**config.mk**
```make
export PLATFORM = sky130hd
export DESIGN_NAME = pipe_stage_reg
export DESIGN_NICKNAME = d
export VERILOG_FILES = /design/src/rtl/pipe_pkg.sv /design/src/rtl/pipe_skid_buf.sv /design/src/rtl/pipe_stage_reg.sv
export SDC_FILE = /design/constraint.sdc
export NUM_CORES = 1
export LEC_CHECK = 0
export ABC_CLOCK_PERIOD_IN_PS = 4550
export CORE_MARGIN = 1
export CORE_UTILIZATION = 27
export DETAILED_ROUTE_END_ITERATION = 10
export HOLD_SLACK_MARGIN = 0.03
export PLACE_DENSITY = 0.66
export SLEW_MARGIN = 20
export SYNTH_ARGS = -nofsm -noshare
export SYNTH_HDL_FRONTEND = slang
export SYNTH_SLANG_ARGS = --single-unit
export TNS_END_PERCENT = 1
```
**constraint.sdc**
```tcl
create_clock -name clk -period 4.55 [get_ports clk]
set_clock_uncertainty 0.2 [all_clocks]
set_input_delay 0.91 -clock clk [delete_from_list [all_inputs] [get_ports clk]]
set_output_delay 0.91 -clock clk [all_outputs]
set_load 0.01 [all_outputs]
```
**src/rtl/pipe_pkg.sv**
```systemverilog
// Shared definitions for the inter-stage pipeline registers.
// Holds the occupancy state encoding and the per-boundary field packing
// whose widths size CTRL_W/DATA_W at each pipe_stage_reg instance.
package pipe_pkg;

    // Occupancy states; the encoding equals the number of held entries.
    typedef enum logic [1:0] {
        EMPTY = 2'd0,
        ONE   = 2'd1,
        TWO   = 2'd2
    } pipe_state_e;

    // Execute -> memory boundary.
    typedef struct packed {
        logic       reg_write;
        logic       mem_write;
        logic [1:0] result_src;
        logic [3:0] rsvd;
    } ex_mem_ctrl_t;

    typedef struct packed {
        logic [31:0] alu_result;
        logic [31:0] rd2;
        logic [31:0] pc_plus4;
    } ex_mem_data_t;

    // Memory -> writeback boundary.
    typedef struct packed {
        logic       reg_write;
        logic [1:0] result_src;
        logic [4:0] rsvd;
    } mem_wb_ctrl_t;

    typedef struct packed {
        logic [31:0] alu_result;
        logic [31:0] read_data;
        logic [31:0] pc_plus4;
    } mem_wb_data_t;

    localparam int unsigned EX_MEM_CTRL_W = $bits(ex_mem_ctrl_t);
    localparam int unsigned EX_MEM_DATA_W = $bits(ex_mem_data_t);
    localparam int unsigned MEM_WB_CTRL_W = $bits(mem_wb_ctrl_t);
    localparam int unsigned MEM_WB_DATA_W = $bits(mem_wb_data_t);

    // Number of entries held in a given state.
    function automatic logic [1:0] state_occ(input pipe_state_e s);
        return 2'(s);
    endfunction

endpackage

```
**src/rtl/pipe_skid_buf.sv**
```systemverilog
// Two-entry skid buffer: main register drives the outputs, skid register
// absorbs the entry accepted in the cycle downstream stalls. in_ready_o is
// decoded from the state register alone, so out_ready_i never reaches it
// combinationally.
// Ports: clk, rst_n, flush_i; upstream in_valid_i/in_ready_o/in_ctrl_i/
// in_data_i; downstream out_valid_o/out_ready_i/out_ctrl_o/out_data_o;
// occ_o entries held (0..2).
module pipe_skid_buf
    import pipe_pkg::*;
#(
    parameter int unsigned CTRL_W = 8,
    parameter int unsigned DATA_W = 96
) (
    input  logic              clk,
    input  logic              rst_n,
    input  logic              flush_i,
    input  logic              in_valid_i,
    output logic              in_ready_o,
    input  logic [CTRL_W-1:0] in_ctrl_i,
    input  logic [DATA_W-1:0] in_data_i,
    output logic              out_valid_o,
    input  logic              out_ready_i,
    output logic [CTRL_W-1:0] out_ctrl_o,
    output logic [DATA_W-1:0] out_data_o,
    output logic [1:0]        occ_o
);

    pipe_state_e       state_q, state_d;
    logic [CTRL_W-1:0] main_ctrl_q, main_ctrl_d;
    logic [DATA_W-1:0] main_data_q, main_data_d;
    logic [CTRL_W-1:0] skid_ctrl_q, skid_ctrl_d;
    logic [DATA_W-1:0] skid_data_q, skid_data_d;
    logic              in_fire;
    logic              out_fire;

    assign in_fire  = in_valid_i && (state_q != TWO);
    assign out_fire = (state_q != EMPTY) && out_ready_i;

    // Next state; ctrl registers are zeroed whenever their entry leaves so
    // the ctrl output is already a bubble when invalid.
    always_comb begin
        state_d     = state_q;
        main_ctrl_d = main_ctrl_q;
        main_data_d = main_data_q;
        skid_ctrl_d = skid_ctrl_q;
        skid_data_d = skid_data_q;
        if (flush_i) begin
            state_d     = EMPTY;
            main_ctrl_d = '0;
            skid_ctrl_d = '0;
        end else begin
            case (state_q)
                EMPTY: begin
                    if (in_fire) begin
                        state_d     = ONE;
                        main_ctrl_d = in_ctrl_i;
                        main_data_d = in_data_i;
                    end
                end
                ONE: begin
                    if (in_fire && out_fire) begin
                        main_ctrl_d = in_ctrl_i;
                        main_data_d = in_data_i;
                    end else if (in_fire) begin
                        state_d     = TWO;
                        skid_ctrl_d = in_ctrl_i;
                        skid_data_d = in_data_i;
                    end else if (out_fire) begin
                        state_d     = EMPTY;
                        main_ctrl_d = '0;
                    end
                end
                TWO: begin
                    if (out_fire) begin
                        state_d     = ONE;
                        main_ctrl_d = skid_ctrl_q;
                        main_data_d = skid_data_q;
                        skid_ctrl_d = '0;
                    end
                end
                default: begin
                    state_d     = EMPTY;
                    main_ctrl_d = '0;
                    skid_ctrl_d = '0;
                end
            endcase
        end
    end

    // State and entry registers.
    always_ff @(posedge clk or negedge rst_n) begin
        if (!rst_n) begin
            state_q     <= EMPTY;
            main_ctrl_q <= '0;
            main_data_q <= '0;
            skid_ctrl_q <= '0;
            skid_data_q <= '0;
        end else begin
            state_q     <= state_d;
            main_ctrl_q <= main_ctrl_d;
            main_data_q <= main_data_d;
            skid_ctrl_q <= skid_ctrl_d;
            skid_data_q <= skid_data_d;
        end
    end

    assign in_ready_o  = (state_q != TWO);
    assign out_valid_o = (state_q != EMPTY);
    assign out_ctrl_o  = main_ctrl_q;
    assign out_data_o  = main_data_q;
    assign occ_o       = state_occ(state_q);

endmodule

```
**src/rtl/pipe_stage_reg.sv**
```systemverilog
// Parametrised inter-stage pipeline register with valid/ready handshake,
// synchronous flush and optional two-entry skid buffer.
// Ports: clk, rst_n (async active-low), flush_i; upstream in_valid_i,
// in_ready_o, in_ctrl_i, in_data_i; downstream out_valid_o, out_ready_i,
// out_ctrl_o (zero when invalid), out_data_o (holds when invalid);
// occ_o entries held.
module pipe_stage_reg
    import pipe_pkg::*;
#(
    parameter int unsigned CTRL_W = EX_MEM_CTRL_W,
    parameter int unsigned DATA_W = EX_MEM_DATA_W,
    parameter int unsigned SKID   = 0
) (
    input  logic              clk,
    input  logic              rst_n,
    input  logic              flush_i,
    input  logic              in_valid_i,
    output logic              in_ready_o,
    input  logic [CTRL_W-1:0] in_ctrl_i,
    input  logic [DATA_W-1:0] in_data_i,
    output logic              out_valid_o,
    input  logic              out_ready_i,
    output logic [CTRL_W-1:0] out_ctrl_o,
    output logic [DATA_W-1:0] out_data_o,
    output logic [1:0]        occ_o
);

    if (SKID == 0) begin : g_single
        // Single entry; ready passes through combinationally from downstream.
        logic              valid_q, valid_d;
        logic [CTRL_W-1:0] ctrl_q, ctrl_d;
        logic [DATA_W-1:0] data_q, data_d;
        logic              in_fire;
        logic              out_fire;

        assign in_ready_o = !valid_q || out_ready_i;
        assign in_fire    = in_valid_i && in_ready_o;
        assign out_fire   = valid_q && out_ready_i;

        // Flush wins over load; data is kept so only ctrl marks the bubble.
        always_comb begin
            valid_d = valid_q;
            ctrl_d  = ctrl_q;
            data_d  = data_q;
            if (flush_i) begin
                valid_d = 1'b0;
                ctrl_d  = '0;
            end else if (in_fire) begin
                valid_d = 1'b1;
                ctrl_d  = in_ctrl_i;
                data_d  = in_data_i;
            end else if (out_fire) begin
                valid_d = 1'b0;
                ctrl_d  = '0;
            end
        end

        always_ff @(posedge clk or negedge rst_n) begin
            if (!rst_n) begin
                valid_q <= 1'b0;
                ctrl_q  <= '0;
                data_q  <= '0;
            end else begin
                valid_q <= valid_d;
                ctrl_q  <= ctrl_d;
                data_q  <= data_d;
            end
        end

        assign out_valid_o = valid_q;
        assign out_ctrl_o  = ctrl_q;
        assign out_data_o  = data_q;
        assign occ_o       = {1'b0, valid_q};
    end else begin : g_skid
        pipe_skid_buf #(
            .CTRL_W (CTRL_W),
            .DATA_W (DATA_W)
        ) u_skid (
            .clk         (clk),
            .rst_n       (rst_n),
            .flush_i     (flush_i),
            .in_valid_i  (in_valid_i),
            .in_ready_o  (in_ready_o),
            .in_ctrl_i   (in_ctrl_i),
            .in_data_i   (in_data_i),
            .out_valid_o (out_valid_o),
            .out_ready_i (out_ready_i),
            .out_ctrl_o  (out_ctrl_o),
            .out_data_o  (out_data_o),
            .occ_o       (occ_o)
        );
    end

endmodule

```
==> impl_results.md, run 1 <==
- TritonCTS clock tree: done
- Sequential share of the synthesized area: between 60% and 70%
- Post_cts resized: 0
- Die height: about 130 um
- DR iter-0 viols: 87
- Synth Area in XOR/XNOR: 0%
- Failing checks: design-rule violations
- Ys Warns: 0
- Synth Area in Adders: 0%
- Max-cap violations: 0
- Port bufs: 215
- F_max: 0.272 GHz
- TritonCTS Buffers: 9
- Die X: about 130 um
- Share of layout cells above drive strength 1: between 10% and 20%
- DP Worst Slack: just under 0.9 ns
- Compound-gate portion of the synthesized area: approximately 2.7%
- Per-cell routed wire length: roughly 15 um
- Final WS setup: 0.877 ns
- Critical-path maximum fanout: 11
- Starting Density: between 20% and 30%
- Final TNS setup: 0 ns
- Drt via density: between 4 and 5
- Clock Pin Slew Worst Setup and Hold Paths: 0.07 ns
- #FFs+latches synth: 105
- Outcome: complete, but fails checks
- Worst EP arrival: about 2.6 ns
- DP Cell Count: about 640
- Post-synthesis mux area share: between 20 and 30%
- Clk buf depth: 2
- # DRC: 16
- Reg2Reg Depth: 4
- H-tree Lvls: 3
- Pre-antenna DRT Iters: 9
- Final nets: between 500 and 600
- Synth cell types: 16
- Final max-slew violation count: 0
- RSZ-0062 raised after global routing: no
- Synth Net Count: between 300 and 400
- Synthesized area per cell: ~16 um^2
- First-pass GRT wire length: ~16000 um
- Antenna violations before repair: 0
- Root buffer selected by CTS: clkbuf_16
- Setup CP Type: input port to primary output
- Actual slew at the worst max-slew pin: approximately 0.64 ns
- IO Pins: approximately 220
- Mapped Area: slightly above 4000 um^2
- Num rows: 44
- Endpoints failing setup: 0
- Worst Hold Class: input port to asynchronous set/reset pin
- Final Hold Vio Count: 0
- Routed via count: 2923
- HPWL Detailed: around 7200 um
- Simple-Gate Fraction of Synth Area: between 2 and 2.5%
- Area growth syn-to-layout: 64.3%
- Hold buffers post-CTS: 0
- Peak supply drop: about 0.17 mV
- Setup bufs post-CTS: 0
- Antenna Nets Post-Route: 0
- Post-Synthesis Cells: ~260
- CP Capture Type: primary output
- Largest net degree at the start of global routing: 51
- Leakage: approximately 2.7 nW
- Pwr Density: roughly 410 nW/um^2
- Clock sinks: ~110
- Main combinational cell family by area after synthesis: multiplexers
- Global route total overflow: 0
- Diodes inserted: 0
- Core area: 14700 um^2
- Tot GR Track Use: about an eighth
- # fillers: around 1.3k
- Post-route insts no fill: 659
- Worst skew pair latency: about 0.34 ns
- Vias in the first global route: approximately 3.2k
- Data required, critical path: 3.44 ns
- Crit start category: input port
- Placer Congestion: between 0.7 and 0.8
- Post-Route WL: 9970 um
- Pwr Total: 2.74 mW
- Die area: ~16000 um^2
- Final period util: 80.7%
- Relative max-transition margin: between 50% and 60%
- Final critical-path required period: between 3 and 4 ns
==> synth_stat cells <==
| cell type | n | area (um^2) |
|---|---|---|
| dfrtp_1 | 105 | 2630 |
| mux2_2 | 56 | 631 |
| mux2_1 | 40 | 450 |
| a21oi_1 | 8 | 40.0 |
| a32oi_1 | 8 | 70.1 |
| buf_2 | 8 | 40.0 |
| mux2i_1 | 8 | 80.1 |
| or2_2 | 8 | 50.1 |
| buf_6 | 5 | 56.3 |
| buf_4 | 2 | 15.0 |
| clkbuf_1 | 2 | 7.51 |
| nor2_1 | 2 | 7.51 |
| conb_1 | 1 | 3.75 |
| inv_1 | 1 | 3.75 |
| nor2b_2 | 1 | 8.76 |
| nor3b_4 | 1 | 18.8 |
==> power by group <==
part           internal [mW]  switching, mW  leakage (nW)  total, mW
combinational          0.451          0.243          1.33      0.694
clock                  0.552          0.334         0.166      0.886
sequential              1.08         0.0770          1.25       1.16
==> logic make-up (layout without fill, tap and decap cells) <==
logic type,after synthesis,in the layout
buffers and inverters,18,237
AOI/OAI and AO/OA,16,16
other,1,1
DFF,105,105
and+or+nand+nor,12,12
muxes,104,104
==> sequential cells by signal, summed over array words and instances (netlist names) <==
| register | count |
|---|---|
| out_ctrl_o | 8 |
| out_data_o | 96 |
| out_valid_o | 1 |
==> layer usage <==
layer	share of wire [%]	up-vias	routed length, um	global-route usage (%)
met5	0	-	0	0
met4	2.8	0	276	7.60
met3	9.7	19	964	5.52
met2	49	141	4840	21.3
met1	39	1431	3890	15.0
li1	-	1332	-	-
==> worst paths after layout <==
kind | startpoint | endpoint | slack (ns)
worst max-delay path | out_ready_i | in_ready_o | 0.88
worst min-delay path | rst_n | out_data_o[42] | 0.27
worst max register to register | out_valid_o | out_data_o[95] | 2.26
worst min register to register | out_data_o[79] | out_data_o[79] | 0.28
max in group asynchronous | rst_n | out_data_o[5] | 2.98
min in group clk | out_data_o[79] | out_data_o[79] | 0.28
==> layout make-up <==
| cell class | count | area, um^2 | share of cell area [%] |
|---|---|---|---|
| Inverter | 1 | 3.75 | 0.0556 |
| Multi-Input combinational cell | 133 | 1360 | 20.1 |
| Tap cell | 184 | 230 | 3.41 |
| Timing Repair Buffer | 220 | 2190 | 32.4 |
| Sequential cell | 105 | 2630 | 38.9 |
| Clock inverter | 5 | 103 | 1.52 |
| Clock buffer | 11 | 243 | 3.59 |
==> metrics by stage <==
stage / hold slack (ns) / utilization, % / cell area (um^2)
finish: 0.270 / 45.9 / 6750
global route: 0.287 / 45.9 / 6750
CTS: 0.271 / 45.9 / 6750
detailed placement: 0.274 / 43.6 / 6410
global placement: 0.267 / 43.6 / 6410
floorplan: 0.329 / - / 4110
==> placed cells by master, fill, tap and decap left out, drive strengths merged, types with 2 or more instances in the layout <==
cell and n:
a32oi 8, buf 6, nor2 2, clkdlybuf4s50 214, or2 8, a21oi 8, bufinv 3, mux2i 8
dfrtp 105, clkbuf 11, mux2 96
==> worst max-delay path, stage by stage <==
cell and delay [ns]:
clkdlybuf4s50_1 0.59, nor2b_2 0.49, inv_1 0.08, clkdlybuf4s50_1 0.49
Power figures use the tool's default switching activity.
==> run 2, diff against run 1 <==
- ABC_CLOCK_PERIOD_IN_PS: 4550 -> 3600
- clock period: 4.55 -> 3.6 ns (I/O delays scaled with it)
==> run 2 against run 1 <==
Net effect:
- the run still ends with design-rule violations left
- critical endpoint unchanged
- via count shrank 1.8%
- sequential share of layout area is the same
- clock power grew 13%
- final cell count is the same
- sequential power grew 27%
- global-route usage grew 0.33 points
- flip-flop and latch count is the same
- final area is the same
- clock-buffer cell count grew 1
- worst setup slack lost 0.57 ns
- core utilization is the same
==> impl_results.md, run 2 (synthesis gave the netlist of run 1 again) <==
- Commonest non-fill, non-tap cell in the layout: clkdlybuf4s50_1
- Data required, critical path: 2.68 ns
- Num rows: 44
- Tot GR Track Use: 13.6%
- # DRC: 16
- Setup CP Type: input port to primary output
- Antenna Nets Post-Route: 0
- Outcome: complete, but fails checks
- GR peak layer: met2
- Crit start category: input port
- Core area: about 15000 um^2
- Root buffer selected by CTS: clkbuf_16
- Actual slew at the worst max-slew pin: ~0.63 ns
- Clk buf depth: 2
- Largest net degree at the start of global routing: between 50 and 60
- IO Pins: between 200 and 250
- DR iter-0 viols: approximately 110
- Port bufs: between 200 and 250
- Worst EP arrival: 2.37 ns
- Pwr Total: roughly 3.3 mW
- Die X: around 130 um
- Pwr Density: slightly below 500 nW/um^2
- Setup bufs post-CTS: 0
- Routed via count: ~2.9k
- Peak supply drop: a little over 0.3 mV
- First-pass GRT wire length: 16700 um
- Final TNS setup: 0 ns
- Final max-slew violation count: 0
- Commonest cells after routing, fill and taps aside: clkdlybuf4s50_1, dfrtp_1, mux2_2, mux2_1, clkbuf_16
- Max FFs per register: 96
- Failing checks: design-rule violations
- CP Capture Type: primary output
- Drt via density: 4.36
- Final Hold Vio Count: 0
- Die height: 125 um
- Critical Path Start: out_ready_i
- GR Layer Usage met2: ~22%
- Placer Congestion: ~0.73
- R2r startpoint: out_valid_o
- Clock Pin Slew Worst Setup and Hold Paths: 0.07 ns
- Worst Hold Class: input port to asynchronous set/reset pin
- Final period util: between 90 and 100%
- Worst skew pair latency: between 0.3 and 0.4 ns
- Share of layout cells above drive strength 1: 18.3%
- Final nets: approximately 580
- Relative max-transition margin: between 50% and 60%
- Starting Density: ~28%
- Diodes inserted: 0
- Area growth syn-to-layout: 64.3%
- Post_cts resized: 0
- Pre-antenna DRT Iters: 9
- Post-Route WL: slightly below 10000 um
- Endpoints failing setup: 0
- WHS: approximately 0.18 ns
- Met1 usage: approximately 16%
- Global route total overflow: 0
- TritonCTS clock tree: done
- Vias in the first global route: roughly 3.2k
- Die area: 15700 um^2
- Grt met3 use: about 6.3%
- RSZ-0062 raised after global routing: no
- DP Worst Slack: between 0.3 and 0.4 ns
- Critical-path maximum fanout: 11
- Hold buffers post-CTS: 0
- Clock sinks: between 100 and 150
- Leakage: 2.74 nW
- TritonCTS Buffers: 9
- HPWL Detailed: roughly 7200 um
- H-tree Lvls: 3
- Max-cap violations: 0
- Per-cell routed wire length: 15.0 um
- Final WS setup: 0.309 ns
- Multi-input logic area: between 1000 and 1500 um^2
- # fillers: approximately 1.3k
- Final critical-path required period: approximately 3.3 ns
- Antenna violations before repair: 0
- F_max: approximately 0.3 GHz
- Register area: ~2600 um^2
run 2: cell type report:
type	instances	area share, %
Multi-Input combinational cell	133	20.1
Tap cell	184	3.41
Clock inverter	4	0.760
Sequential cell	105	38.9
Clock buffer	12	3.80
Timing Repair Buffer	220	32.9
Inverter	1	0.0556
run 2: metrics by stage:
stage	utilization (%)	cells	instance area, um^2
floorplan	-	256	4110
global placement	43.9	643	6450
detailed placement	43.9	643	6450
CTS	45.9	659	6750
global route	45.9	659	6750
finish	45.9	659	6750
run 2: worst paths after layout:
| path | slack, ns | depth (start not counted) | endpoint |
|---|---|---|---|
| setup / recovery | 0.31 | 4 | in_ready_o |
| hold reg to reg | 0.28 | 1 | out_data_o[91] |
| setup reg to reg | 1.46 | 4 | out_data_o[0] |
| max in group asynchronous | 2.27 | 2 | out_data_o[77] |
| hold / removal | 0.18 | 1 | out_data_o[35] |
| min in group clk | 0.28 | 1 | out_data_o[91] |
run 2: critical path, cell delays in order:
cell and delay (ns):
clkdlybuf4s50_1 0.58, nor2b_2 0.49, inv_1 0.08, clkdlybuf4s50_1 0.49
run 2: where the power goes:
part           switching [mW]  internal (mW)  total, mW
Combinational           0.307          0.575      0.881
Sequential             0.0972           1.37       1.47
Clock                   0.423          0.577       1.00
Total                   0.826           2.52       3.35
run 2: metal layers:
metal | vias up | routed length, um
met5 | - | 0
met4 | 0 | 170
met3 | 11 | 942
met2 | 141 | 4780
met1 | 1387 | 3990
li1 | 1331 | -
==> run 3, diff against run 2 <==
- CAP_MARGIN: default -> 20
- SKIP_CTS_REPAIR_TIMING: default -> 1
==> results of run 3 <==
No change in the layout: final DEF, timing and power equal those of run 2.
